[src/rtl/vga_timing.sv]
// Raster timing generator: x/y pixel counters plus de/hsync/vsync/frame_tick strobes,
// all registered and decoded from the next counter state so every output is cycle-aligned.
module vga_timing #(
  parameter int H_ACTIVE = 640,
  parameter int H_FP     = 16,
  parameter int H_SYNC   = 96,
  parameter int H_BP     = 48,
  parameter int V_ACTIVE = 480,
  parameter int V_FP     = 10,
  parameter int V_SYNC   = 2,
  parameter int V_BP     = 33,
  parameter bit HS_POL   = 1'b0,
  parameter bit VS_POL   = 1'b0
) (
  input  logic        clk,
  input  logic        rst_n,
  input  logic        pix_ce,
  output logic [15:0] x,
  output logic [15:0] y,
  output logic        de,
  output logic        hsync,
  output logic        vsync,
  output logic        frame_tick
);

  localparam int H_TOTAL = H_ACTIVE + H_FP + H_SYNC + H_BP;
  localparam int V_TOTAL = V_ACTIVE + V_FP + V_SYNC + V_BP;

  localparam logic [15:0] H_LAST   = 16'(H_TOTAL - 1);
  localparam logic [15:0] V_LAST   = 16'(V_TOTAL - 1);
  localparam logic [15:0] H_VIS    = 16'(H_ACTIVE);
  localparam logic [15:0] V_VIS    = 16'(V_ACTIVE);
  localparam logic [15:0] HS_BEGIN = 16'(H_ACTIVE + H_FP);
  localparam logic [15:0] HS_STOP  = 16'(H_ACTIVE + H_FP + H_SYNC);
  localparam logic [15:0] VS_BEGIN = 16'(V_ACTIVE + V_FP);
  localparam logic [15:0] VS_STOP  = 16'(V_ACTIVE + V_FP + V_SYNC);

  logic [15:0] x_next;
  logic [15:0] y_next;
  logic        line_wrap;
  logic        de_next;
  logic        hs_on_next;
  logic        vs_on_next;
  logic        tick_next;

  always_comb begin
    line_wrap = (x == H_LAST);
    x_next    = line_wrap ? 16'd0 : x + 16'd1;
    y_next    = y;
    if (line_wrap) begin
      y_next = (y == V_LAST) ? 16'd0 : y + 16'd1;
    end
  end

  // Strobes look at the counter values being loaded, so they land on the same edge.
  always_comb begin
    de_next    = (x_next < H_VIS) && (y_next < V_VIS);
    hs_on_next = (x_next >= HS_BEGIN) && (x_next < HS_STOP);
    vs_on_next = (y_next >= VS_BEGIN) && (y_next < VS_STOP);
    tick_next  = (x_next == 16'd0) && (y_next == 16'd0);
  end

  always_ff @(posedge clk or negedge rst_n) begin
    if (!rst_n) begin
      x          <= H_LAST;
      y          <= V_LAST;
      de         <= 1'b0;
      hsync      <= ~HS_POL;
      vsync      <= ~VS_POL;
      frame_tick <= 1'b0;
    end else if (pix_ce) begin
      x          <= x_next;
      y          <= y_next;
      de         <= de_next;
      hsync      <= hs_on_next ? HS_POL : ~HS_POL;
      vsync      <= vs_on_next ? VS_POL : ~VS_POL;
      frame_tick <= tick_next;
    end else begin
      // Held pixel: tick must not repeat while x/y sit at the frame origin.
      frame_tick <= 1'b0;
    end
  end

endmodule
[config.mk]
export PLATFORM = sky130hd
export DESIGN_NAME = vga_timing
export DESIGN_NICKNAME = d
export VERILOG_FILES = /design/src/rtl/vga_timing.sv
export SDC_FILE = /design/constraint.sdc
export NUM_CORES = 1
export LEC_CHECK = 0
export CAP_MARGIN = 15
export CORE_ASPECT_RATIO = 0.6
export CORE_UTILIZATION = 45
export DETAILED_ROUTE_END_ITERATION = 8
export PLACE_DENSITY_LB_ADDON = 0.3
export SLEW_MARGIN = 20
export SYNTH_ARGS = -nofsm -noshare
export SYNTH_HDL_FRONTEND = slang
export SYNTH_SLANG_ARGS = --single-unit
[constraint.sdc]
create_clock -name clk -period 6 [get_ports clk]
set_input_delay 1.2 -clock clk [delete_from_list [all_inputs] [get_ports clk]]
set_output_delay 1.2 -clock clk [all_outputs]
set_load 0.05 [all_outputs]
==> impl_results.md <==
* Routed len/inst at 17.5 um
* Simple-gate share of the synthesized area at 30.4%
* Crit Path Class: register to register
* Port Buffer Count at 38
* Maximum operating frequency at 0.328 GHz
* Largest delay share family, worst path: simple AND/OR/NAND/NOR gates
* Number of library cell types mapped by synthesis at 60
* Core occupancy in the finished layout at 55.3%
* Initial antenna violation count at 0
* Remaining global-route overflow at 0
* Placed wire-length estimate at 5.25 mm
* Crit path DAT at 3.27 ns
* Number of placed instances with taps included at 407
* Number of enable flip-flop cells after synthesis at 0
* Most used flip-flop cell after synthesis: dfrtp_1
* Overall routing resource usage at 25.6%
* 1st-pass router iterations at 5
* Register bit total from synthesis at 36
* Post CTS Setup Buffer Count at 0
* Max-cap violation count at 0
* Post-Syn Area at 0.00265 mm2
* Accumulated negative setup slack at 0 ns
* Status: finished, final reports clean
* First-pass GRT wire length at 11.8 mm
* Count of vias placed by the detailed router at 2,580
* Site row count at 21
* Total number of nets in the final design at 340
* Post-synthesis xor/xnor area fraction at 8.28%
* Headroom to the max-slew limit at 47.8%
* Clock buffer count from CTS at 5
* Count of non-filler cells in the finished layout at 415
* Die area at 0.00620 mm2
* Vias in the first global route at 2,161
* WP data required at 6.22 ns
* Drt total wl at 7.28 mm
* Dpl cell area at 0.00302 mm2
* Final number of hold-violating endpoints at 0
* Overall die width at 101 um
* Clock root buffer master: clkbuf_8
* Min-Delay Path Class: register to register
* Setup ws final at 2.95 ns
* H-Tree Level Count at 2
* Mean instance size in the synthesized netlist at 8.50 um2
* Adder-cell share of the synthesized area at 1.42%
* Asr flop ratio synth at 100%
* Number of synthesis warnings at 0
* Mapped Cells at 311
* Worst clock skew at 0.00738 ns
* Portion of the post-synthesis area used by sequential elements at 34.6%
* Initial core utilization at 47.0%
* Post-placement worst setup slack at 3.01 ns
* Ratio of final minimum period to clock period at 50.8%
* Chip height at 61.4 um
* Remaining routing DRC violations at 0
* Largest family of logic cells by synthesized area: simple AND/OR/NAND/NOR gates
* Maximum fanout encountered on the critical timing path at 8
* Number of buffers added to fix hold violations after cts at 0
* Buffers from clock root to sink, at most at 2
* Power density over cell area at 231 mW/mm2
* Startpoint kind of the worst setup timing path: register
* Highest cell delay on the worst timing path at 0.61 ns
* Shortest clock period the worst path allows after layout at 3.05 ns
* DR vias/cell at 6.22
* Clock input transition at the sequential cells of the worst setup and hold paths at 0.08 ns
* TritonCTS sink count at 36
* Clock tree from TritonCTS: built
* Area of all placed cells without fillers at 0.00311 mm2
* Number of top-level pins at 39
* Source-to-sink clock delay at the later pin of the worst-skew pair at 0.29 ns
* Cell leakage power at 1.16 nW
* Multiplexer fraction of the synthesized cell area at 2.79%
* Detailed Route Iter0 Violations at 353
* Layout overhead on the synthesized area at 17.6%
* Slowest cell on crit path: dfstp_2
* Cell taking the most area after synthesis: dfrtp_1
* Count of buffer and inverter cells on the critical path at 0
* Leading cell type by number of instances after synthesis: nand2_1
* Placeable Area at 0.00562 mm2
* Final-report setup violation count at 0
* Ratio of cells with drive above 1 in the final layout at 12.5%
* Synthesized-area fraction occupied by ao, oa, aoi and oai cells at 17.2%
* Number of nets produced by synthesis at 317
* N_diodes at 0
* Resized Gates After CTS at 0
* Number of max-slew violations in the final report at 0
* Maximum number of pins on one net before global-route repair at 37
* Unrepaired setup endpoints after global routing: false
* List of most frequent post-synthesis cells: nand2_1 (34), dfrtp_1 (24), nor2_1 (22), nand3_1 (21), xnor2_1 (18)
* Antenna violation net count after detailed routing at 0
* Cell Chain, Critical Path: ha_1, and4_1, nand4_1, a2111oi_0, o22ai_1, or3_1, o31a_1
* Worst slew pin tran at 0.784 ns
* Most area-consuming cells after synthesis: dfrtp_1 (23%), dfstp_2 (12%), xnor2_1 (6.0%)
* Area fraction of the dominant cell type after synthesis at 22.7%
* VDD IR-drop max at 0.000171 V
* Final weighted congestion in routability-driven placement at 0.971
* Fillers at 522
* CP Capture Type: register
-- where the power goes --
part           leakage, nW  switching (mW)  total [mW]  internal [mW]
combinational        0.658           0.132       0.206         0.0738
sequential           0.447          0.0582       0.331          0.272
clock               0.0510          0.0895       0.181         0.0917
-- kinds of logic after synthesis --
group	count (synthesis)
AOI/OAI and AO/OA	65
and+or+nand+nor	144
buffers and inverters	31
muxes	7
adders and majority gates	3
xor gates and xnor gates	25
DFF	36
-- final cells by class --
cell class / instances / area, um2 / area share (%)
tap: 80 / 100 / 3.22
multi-input combinational: 244 / 1590 / 51.1
timing repair buffer: 39 / 383 / 12.3
clock inverter: 2 / 10.0 / 0.322
sequential: 36 / 916 / 29.4
clock buffer: 6 / 82.6 / 2.65
inverter: 8 / 30.0 / 0.965
-- cell usage in the layout, fill, tap and decap left out, drive strengths merged, types with 2 or more instances in the layout --
cell type and n:
xnor2 18, a21oi 10, nand3 21, and4 4, a211oi 3, ha 3, nand4b 3, buf 2
a2111oi 2, or3 4, and3 8, and2 2, dfstp 12, mux2 3, nor2 22, nor3 8
a211o 3, o211ai 4, mux2i 4, clkinv 2, o22ai 2, nand2 34, dfrtp 24, clkdlybuf4s50 37
o31a 3, nor4 8, or2 4, o21ai 18, o31ai 8, xor2 7, clkbuf 6, inv 8
nand4 17, or4 5
-- path summary, 6_finish.rpt --
| kind | startpoint | end | slack [ns] | cells past startpoint |
|---|---|---|---|---|
| worst min register to register | x[1] | x[1] | 0.54 | 2 |
| worst min-delay path | x[1] | x[1] | 0.54 | 2 |
| worst max-delay path | x[0] | vsync | 2.95 | 7 |
| max in group asynchronous | rst_n | y[15] | 4.51 | 1 |
| worst max register to register | x[0] | vsync | 2.95 | 7 |
| min in group asynchronous | rst_n | x[15] | 0.98 | 1 |
-- through the flow --
step,hold WS (ns),power (mW)
after floorplan,0.610,0.476
after global placement,0.511,0.533
after detailed placement,0.525,0.536
after CTS,0.543,0.718
after global routing,0.571,0.754
final,0.539,0.717
-- metal layers --
| layer | vias to the layer above | GRT usage [%] | wire length, um |
|---|---|---|---|
| met5 | - | 0 | 0 |
| met4 | 0 | 5.59 | 48 |
| met1 | 1224 | 41.7 | 3650 |
| met3 | 6 | 5.11 | 774 |
| li1 | 1202 | - | - |
| met2 | 148 | 33.7 | 2810 |
-- state kept, by name, summed over array words and instances (netlist names) --
| signal | cells |
|---|---|
| x | 16 |
| y | 16 |
| de | 1 |
| frame_tick | 1 |
| hsync | 1 |
| vsync | 1 |
-- worst min-delay path, cell delays in order, from the launching register on --
cell     delay, ns
dfstp_2       0.41
inv_1         0.05
o21ai_0       0.07
Power figures use the tool's default switching activity.
